===== src/rtl/mem_access_pkg.sv =====
// mem_access_pkg
// Shared definitions for the memory-access stage: FSM state encoding,
// access-size codes, byte-enable constants and small address/extension
// helpers used by both the top level and the lane-alignment sub-module.
package mem_access_pkg;

    // Access-size codes as presented on i_size.
    localparam logic [1:0] SIZE_BYTE = 2'b00;
    localparam logic [1:0] SIZE_HALF = 2'b01;
    localparam logic [1:0] SIZE_WORD = 2'b10;
    localparam logic [1:0] SIZE_ILL  = 2'b11;

    // Byte-enable patterns (bit 3 = most significant lane = offset 0).
    localparam logic [3:0] BE_NONE    = 4'b0000;
    localparam logic [3:0] BE_WORD    = 4'b1111;
    localparam logic [3:0] BE_HALF_HI = 4'b1100;
    localparam logic [3:0] BE_HALF_LO = 4'b0011;
    localparam logic [3:0] BE_BYTE0   = 4'b1000;

    // Access sequencer states.
    typedef enum logic [1:0] {
        ST_IDLE = 2'b00,
        ST_BUSY = 2'b01,
        ST_DONE = 2'b10
    } state_t;

    // Word-aligned bus address for any byte address.
    function automatic logic [31:0] word_addr(input logic [31:0] addr);
        return {addr[31:2], 2'b00};
    endfunction

    // Sign- or zero-extend a byte to 32 bits.
    function automatic logic [31:0] ext_byte(input logic [7:0] b, input logic sgn);
        return {{24{sgn & b[7]}}, b};
    endfunction

    // Sign- or zero-extend a halfword to 32 bits.
    function automatic logic [31:0] ext_half(input logic [15:0] h, input logic sgn);
        return {{16{sgn & h[15]}}, h};
    endfunction

endpackage


===== src/rtl/mem_access_load_store_align.sv =====
// mem_access_load_store_align
// Purely combinational lane steering for a big-endian 32-bit data bus.
// Ports:
//   offset     in  2   byte offset addr[1:0]
//   size       in  2   access size code
//   sign_ext   in  1   sign-extend sub-word loads
//   op2        in  32  raw store data
//   rdata      in  32  word read from memory
//   be         out 4   byte enables (0 when misaligned)
//   wdata      out 32  lane-replicated store data
//   load_data  out 32  extracted and extended load data
//   misaligned out 1   access cannot be issued
module mem_access_load_store_align
    import mem_access_pkg::*;
(
    input  logic [1:0]  offset,
    input  logic [1:0]  size,
    input  logic        sign_ext,
    input  logic [31:0] op2,
    input  logic [31:0] rdata,
    output logic [3:0]  be,
    output logic [31:0] wdata,
    output logic [31:0] load_data,
    output logic        misaligned
);

    logic [7:0]  byte_lane_s;
    logic [15:0] half_lane_s;

    // Select the byte lane addressed by the offset (offset 0 is the MSB lane).
    always_comb begin
        byte_lane_s = 8'h00;
        case (offset)
            2'd0:    byte_lane_s = rdata[31:24];
            2'd1:    byte_lane_s = rdata[23:16];
            2'd2:    byte_lane_s = rdata[15:8];
            2'd3:    byte_lane_s = rdata[7:0];
            default: byte_lane_s = 8'h00;
        endcase
    end

    // Select the halfword lane; only offsets 0 and 2 are legal, offset[1] picks it.
    always_comb begin
        half_lane_s = 16'h0000;
        if (offset[1]) begin
            half_lane_s = rdata[15:0];
        end else begin
            half_lane_s = rdata[31:16];
        end
    end

    // Byte enables, store replication, load extension and alignment check.
    always_comb begin
        be         = BE_NONE;
        wdata      = 32'h0000_0000;
        load_data  = 32'h0000_0000;
        misaligned = 1'b0;
        case (size)
            SIZE_BYTE: begin
                be        = BE_BYTE0 >> offset;
                wdata     = {4{op2[7:0]}};
                load_data = ext_byte(byte_lane_s, sign_ext);
            end
            SIZE_HALF: begin
                if (offset[0]) begin
                    misaligned = 1'b1;
                end else begin
                    be        = offset[1] ? BE_HALF_LO : BE_HALF_HI;
                    wdata     = {2{op2[15:0]}};
                    load_data = ext_half(half_lane_s, sign_ext);
                end
            end
            SIZE_WORD: begin
                if (offset != 2'b00) begin
                    misaligned = 1'b1;
                end else begin
                    be        = BE_WORD;
                    wdata     = op2;
                    load_data = rdata;
                end
            end
            default: begin
                misaligned = 1'b1;
            end
        endcase
    end

endmodule


===== src/rtl/mem_access.sv =====
// mem_access
// Memory-access stage of the unpipelined MIPS core. Issues one load or
// store per instruction over a req/ack port, stalls the core until the
// access completes or times out, and returns extended load data.
// Ports:
//   i_clk, i_rst                   clock, synchronous active-high reset
//   i_valid, i_ALUres, i_op2       instruction, effective address, store data
//   i_memRead, i_memWrite          load / store (store wins)
//   i_size, i_signed               access size, sign-extend loads
//   o_mem_req/we/addr/be/wdata     registered bus request
//   i_mem_ack, i_mem_rdata         bus completion and read word
//   o_stall                        combinational freeze of PC/upstream
//   o_done                         one-cycle completion pulse
//   o_rdata                        registered extracted load data
//   o_wbData                       write-back value
//   o_misaligned, o_timeout        one-cycle error pulses
module mem_access
    import mem_access_pkg::*;
#(
    parameter int TIMEOUT = 16
) (
    input  logic        i_clk,
    input  logic        i_rst,
    input  logic        i_valid,
    input  logic [31:0] i_ALUres,
    input  logic [31:0] i_op2,
    input  logic        i_memRead,
    input  logic        i_memWrite,
    input  logic [1:0]  i_size,
    input  logic        i_signed,
    output logic        o_mem_req,
    output logic        o_mem_we,
    output logic [31:0] o_mem_addr,
    output logic [3:0]  o_mem_be,
    output logic [31:0] o_mem_wdata,
    input  logic        i_mem_ack,
    input  logic [31:0] i_mem_rdata,
    output logic        o_stall,
    output logic        o_done,
    output logic [31:0] o_rdata,
    output logic [31:0] o_wbData,
    output logic        o_misaligned,
    output logic        o_timeout
);

    localparam int              CNT_W    = (TIMEOUT > 2) ? $clog2(TIMEOUT) : 1;
    localparam logic [CNT_W-1:0] CNT_LAST = CNT_W'(TIMEOUT - 1);
    localparam logic [CNT_W-1:0] CNT_ONE  = CNT_W'(1);

    state_t            state_r;
    logic [CNT_W-1:0]  cnt_r;
    logic              req_r;
    logic              we_r;
    logic [31:0]       addr_r;
    logic [3:0]        be_r;
    logic [31:0]       wdata_r;
    logic              done_r;
    logic [31:0]       rdata_r;
    logic              misaligned_r;
    logic              timeout_r;

    logic              memop_s;
    logic              stall_s;
    logic [3:0]        be_s;
    logic [31:0]       wdata_s;
    logic [31:0]       load_data_s;
    logic              misaligned_s;

    assign memop_s = i_memRead | i_memWrite;

    mem_access_load_store_align u_align (
        .offset     (i_ALUres[1:0]),
        .size       (i_size),
        .sign_ext   (i_signed),
        .op2        (i_op2),
        .rdata      (i_mem_rdata),
        .be         (be_s),
        .wdata      (wdata_s),
        .load_data  (load_data_s),
        .misaligned (misaligned_s)
    );

    // Stall while a memory op waits to be issued or is in flight.
    always_comb begin
        stall_s = (state_r == ST_BUSY) |
                  ((state_r == ST_IDLE) & i_valid & memop_s);
    end

    // Access sequencer with its timeout counter and all registered outputs.
    always_ff @(posedge i_clk) begin
        if (i_rst) begin
            state_r      <= ST_IDLE;
            cnt_r        <= '0;
            req_r        <= 1'b0;
            we_r         <= 1'b0;
            addr_r       <= 32'h0000_0000;
            be_r         <= 4'b0000;
            wdata_r      <= 32'h0000_0000;
            done_r       <= 1'b0;
            rdata_r      <= 32'h0000_0000;
            misaligned_r <= 1'b0;
            timeout_r    <= 1'b0;
        end else begin
            // Status outputs are single-cycle pulses unless set below.
            done_r       <= 1'b0;
            misaligned_r <= 1'b0;
            timeout_r    <= 1'b0;
            case (state_r)
                ST_IDLE: begin
                    if (i_valid && memop_s) begin
                        if (misaligned_s) begin
                            // Rejected without touching the bus.
                            misaligned_r <= 1'b1;
                            done_r       <= 1'b1;
                            rdata_r      <= 32'h0000_0000;
                            state_r      <= ST_DONE;
                        end else begin
                            req_r   <= 1'b1;
                            we_r    <= i_memWrite;
                            addr_r  <= word_addr(i_ALUres);
                            be_r    <= be_s;
                            wdata_r <= wdata_s;
                            cnt_r   <= '0;
                            state_r <= ST_BUSY;
                        end
                    end else begin
                        state_r <= ST_IDLE;
                    end
                end
                ST_BUSY: begin
                    // An ack in the final allowed cycle still completes normally.
                    if (i_mem_ack) begin
                        rdata_r <= we_r ? 32'h0000_0000 : load_data_s;
                        req_r   <= 1'b0;
                        done_r  <= 1'b1;
                        state_r <= ST_DONE;
                    end else if (cnt_r == CNT_LAST) begin
                        rdata_r   <= 32'h0000_0000;
                        req_r     <= 1'b0;
                        timeout_r <= 1'b1;
                        done_r    <= 1'b1;
                        state_r   <= ST_DONE;
                    end else begin
                        cnt_r <= cnt_r + CNT_ONE;
                    end
                end
                ST_DONE: begin
                    state_r <= ST_IDLE;
                end
                default: begin
                    req_r   <= 1'b0;
                    state_r <= ST_IDLE;
                end
            endcase
        end
    end

    assign o_mem_req    = req_r;
    assign o_mem_we     = we_r;
    assign o_mem_addr   = addr_r;
    assign o_mem_be     = be_r;
    assign o_mem_wdata  = wdata_r;
    assign o_stall      = stall_s;
    assign o_done       = done_r;
    assign o_rdata      = rdata_r;
    assign o_wbData     = i_memRead ? rdata_r : i_ALUres;
    assign o_misaligned = misaligned_r;
    assign o_timeout    = timeout_r;

endmodule

===== config.mk =====
export PLATFORM = sky130hd
export DESIGN_NAME = mem_access
export DESIGN_NICKNAME = d
export VERILOG_FILES = /design/src/rtl/mem_access_pkg.sv /design/src/rtl/mem_access_load_store_align.sv /design/src/rtl/mem_access.sv
export SDC_FILE = /design/constraint.sdc
export NUM_CORES = 1
export LEC_CHECK = 0
export CAP_MARGIN = 5
export CORE_ASPECT_RATIO = 1.1
export CORE_MARGIN = 1
export CORE_UTILIZATION = 38
export CTS_BUF_LIST = sky130_fd_sc_hd__clkbuf_2 sky130_fd_sc_hd__clkbuf_4 sky130_fd_sc_hd__clkbuf_8
export DETAILED_ROUTE_END_ITERATION = 10
export GPL_ROUTABILITY_DRIVEN = 0
export PLACE_DENSITY = 0.81
export SLEW_MARGIN = 20
export SYNTH_ARGS = -nofsm -noshare
export SYNTH_HDL_FRONTEND = slang
export SYNTH_SLANG_ARGS = --single-unit

===== constraint.sdc =====
create_clock -name i_clk -period 2.05 [get_ports i_clk]
set_clock_uncertainty 0.05 [all_clocks]
set_input_delay 0.41 -clock i_clk [delete_from_list [all_inputs] [get_ports i_clk]]
set_output_delay 0.41 -clock i_clk [all_outputs]
set_load 0.01 [all_outputs]

==> summary.txt <==
CP endpoint: o_rdata[12]
cts bufs inserted: 9
Max-Cap Viols: 0
vias in the first global route: 5,275
most numerous cell in the Yosys netlist: dfxtp_1
Starting Density: 38.7%
post-synthesis to final-layout area growth: 64.5%
max-slew violations: 0
post-route antenna net violation count: 0
combinational power share: 22.2%
reported net switching power: 0.00128 W
core area: 12,600 µm²
Syn Area/Cell: 8.92 µm²
height of the chip: 121 µm
synth unique cells: 49
Synth Flop Type: dfxtp_1
Lkg Pwr: 3.24 nW
maximum VDD drop: 0.299 mV
Req. time, crit path: 2310 ps
worst r2r src: state_r[0]
final worst slack: 62.5 ps
DRT iter0 DRCs: 386
async set-or-reset flop fraction in the synthesized netlist: 0%
Final Instance Count excl. Fillers: 971
# clock sinks: 109
Yosys top cell by area: dfxtp_1
Sw Share: 27.0%
maximum operating frequency: 503 MHz
Die X: 110 µm
Post-Syn Area: 4880 µm²
Pre-Repair DR Iteration Count: 8
Worst slew margin: 55.6%
sequential area share after synthesis: 44.7%
Worst R2R Path Depth: 6
Total GRT Usage: 26.7%
Flop pwr share: 47.3%
clock latency on the worst-skew pair: 370 ps
final WL: 18,400 µm
global-route wire length before repair: 27,000 µm
Power Density: 592 nW/µm²
area share of the largest cell type after synthesis: 44.7%
Placement Setup Slack: -672 ps
top cells by count, synth: dfxtp_1, nand2_1, a21oi_1, nor2_1, mux2_2
Worst Hold Class: reg -> reg
per-cell routed wire length: 18.9 µm
root buf cell: clkbuf_8
Critical Path Start: i_mem_ack
worst-margin pin slew: 664 ps
part of the power in the clock network: 30.5%
Tcrit/Tclk final: 96.9%
RR Endpoint: o_rdata[12]
Final nets: 914
vias per inst: 5.53
H-tree depth: 3
crit-path max FO: 8
kind of critical path: in -> reg
number of core rows: 43
CTS tree: done
crit path time final: 1990 ps
cts hold-fix bufs: 0
clock tree buffer depth: 2
Yosys warning total: 0
outcome: finished, final reports clean
Synth Register Bits: 109
layout cells sized above 1: 16.7%
Crit. End Element: flip-flop
via count: 5,368
CP arrival: 2250 ps
cells after synthesis: 547
Layout fillers: 1,060
register area: 2180 µm²
endpoints failing hold: 0
Worst R2R Setup Slack: 190 ps
total congestion overflow: 0
port bufs: 240
final setup violation count: 0
# IOs: 243
Multi-input gate area: 2510 µm²
synth top area cells: dfxtp_1, mux2_2, nand2_1, a21oi_1, nor2_1
EDFF count, synth: 0
crit path launch type: primary input
dpl hpwl: 14,100 µm
number of remaining DRC errors: 0
largest net degree at the start of global routing: 44
initial antenna violation count: 1
clock-pin slew on the worst setup and hold paths: 100 ps
Pint: 0.00347 W
Die ar.: 13,300 µm²
dpl cells: 951
[layout by cell type, fill, tap and decap left out, types with 5 or more instances in the layout]
cell type / count
a211oi_1: 16
a21oi_1: 52
a221o_1: 8
a221o_2: 16
a222oi_1: 15
buf_12: 5
buf_4: 45
clkbuf_8: 9
clkdlybuf4s50_1: 201
dfxtp_1: 109
dlygate4sd2_1: 20
dlymetal6s2s_1: 16
inv_1: 5
mux2_2: 33
mux2i_1: 9
nand2_1: 90
nor2_1: 50
nor2b_1: 11
nor3_1: 25
o21ai_0: 14
o2bb2ai_1: 7
or3_1: 5
[through the flow]
step	instance area [µm²]	power, W	setup TNS, ps	utilization (%)	hold WS [ps]
finish	8030	0.00475	0	63.8	409
global route	8030	0.00495	-27.7	63.8	427
CTS	7950	0.00477	0	63.2	399
detailed placement	7710	0.00335	-49360	61.3	397
global placement	7710	0.00333	-41510	61.3	391
floorplan	4880	0.00271	0	-	410
[metal layers]
layer | vias up | routed length [µm] | global-route usage [%]
li1 | 2497 | - | -
met3 | 42 | 1710 | 8.46
met4 | 0 | 633 | 11.1
met2 | 261 | 9280 | 48.2
met1 | 2568 | 6770 | 28.0
met5 | - | 0 | 0
[worst max-delay path, stage by stage]
cell	delay (ps)
clkdlybuf4s50_1	510
inv_1	100
a2111oi_4	380
nand3_2	150
buf_4	160
nor2_2	350
a221o_1	190
[power by group through the flow]
stage,Combinational [W],Sequential (W),Clock (W)
CTS,0.00105,0.00225,0.00147
detailed placement,0.00106,0.00229,0
finish,0.00106,0.00225,0.00145
global placement,0.00104,0.00229,0
floorplan,0.000389,0.00232,0
global route,0.00113,0.00226,0.00156
[cell families after synthesis]
kind of cell	synth area share [%]
simple gates	18.0
compound gates	22.9
flops	44.7
buf+inv	4.46
mux	9.46
fa+ha+maj	0.256
other cells	0.0769
xor+xnor	0.180
[layout make-up]
cell class | count | share of cell area [%]
multi-input cells | 390 | 31.3
inverters | 5 | 0.234
well taps | 157 | 2.45
clock buffers | 10 | 1.64
flip-flops and latches | 109 | 27.2
clock inverters | 6 | 1.09
repair buffers | 293 | 36.1
diodes | 1 | 0.0312
[sequential cells by signal, indices dropped and copies added, names as in the netlist]
| name | count |
|---|---|
| o_mem_wdata | 32 |
| o_misaligned | 1 |
| o_timeout | 1 |
| o_rdata | 32 |
| o_mem_req | 1 |
| cnt_r | 4 |
| state_r | 2 |
| o_mem_addr | 30 |
| o_mem_be | 4 |
| o_done | 1 |
| o_mem_we | 1 |
[what timing repair did]
item                       in CTS  in global routing
pin swaps                       1                  0
gates resized for setup        26                 19
gates cloned                    0                  1
setup endpoints to repair      77                 21
buffers inserted                2                  0
[worst min path at each step]
stage | from | end | slack [ps] | cells past startpoint
3_5_place_dp | o_mem_addr[3] | o_mem_addr[3] | 400 | 2
4_1_cts | i_rst | cnt_r[3] | 400 | 3
2_1_floorplan | cnt_r[3] | o_timeout | 410 | 2
6_report | o_mem_wdata[0] | o_mem_wdata[0] | 410 | 2
3_3_place_gp | o_mem_addr[21] | o_mem_addr[21] | 390 | 2
5_1_grt | i_rst | cnt_r[3] | 430 | 3
No activity file was read; power rests on OpenSTA's default activity.
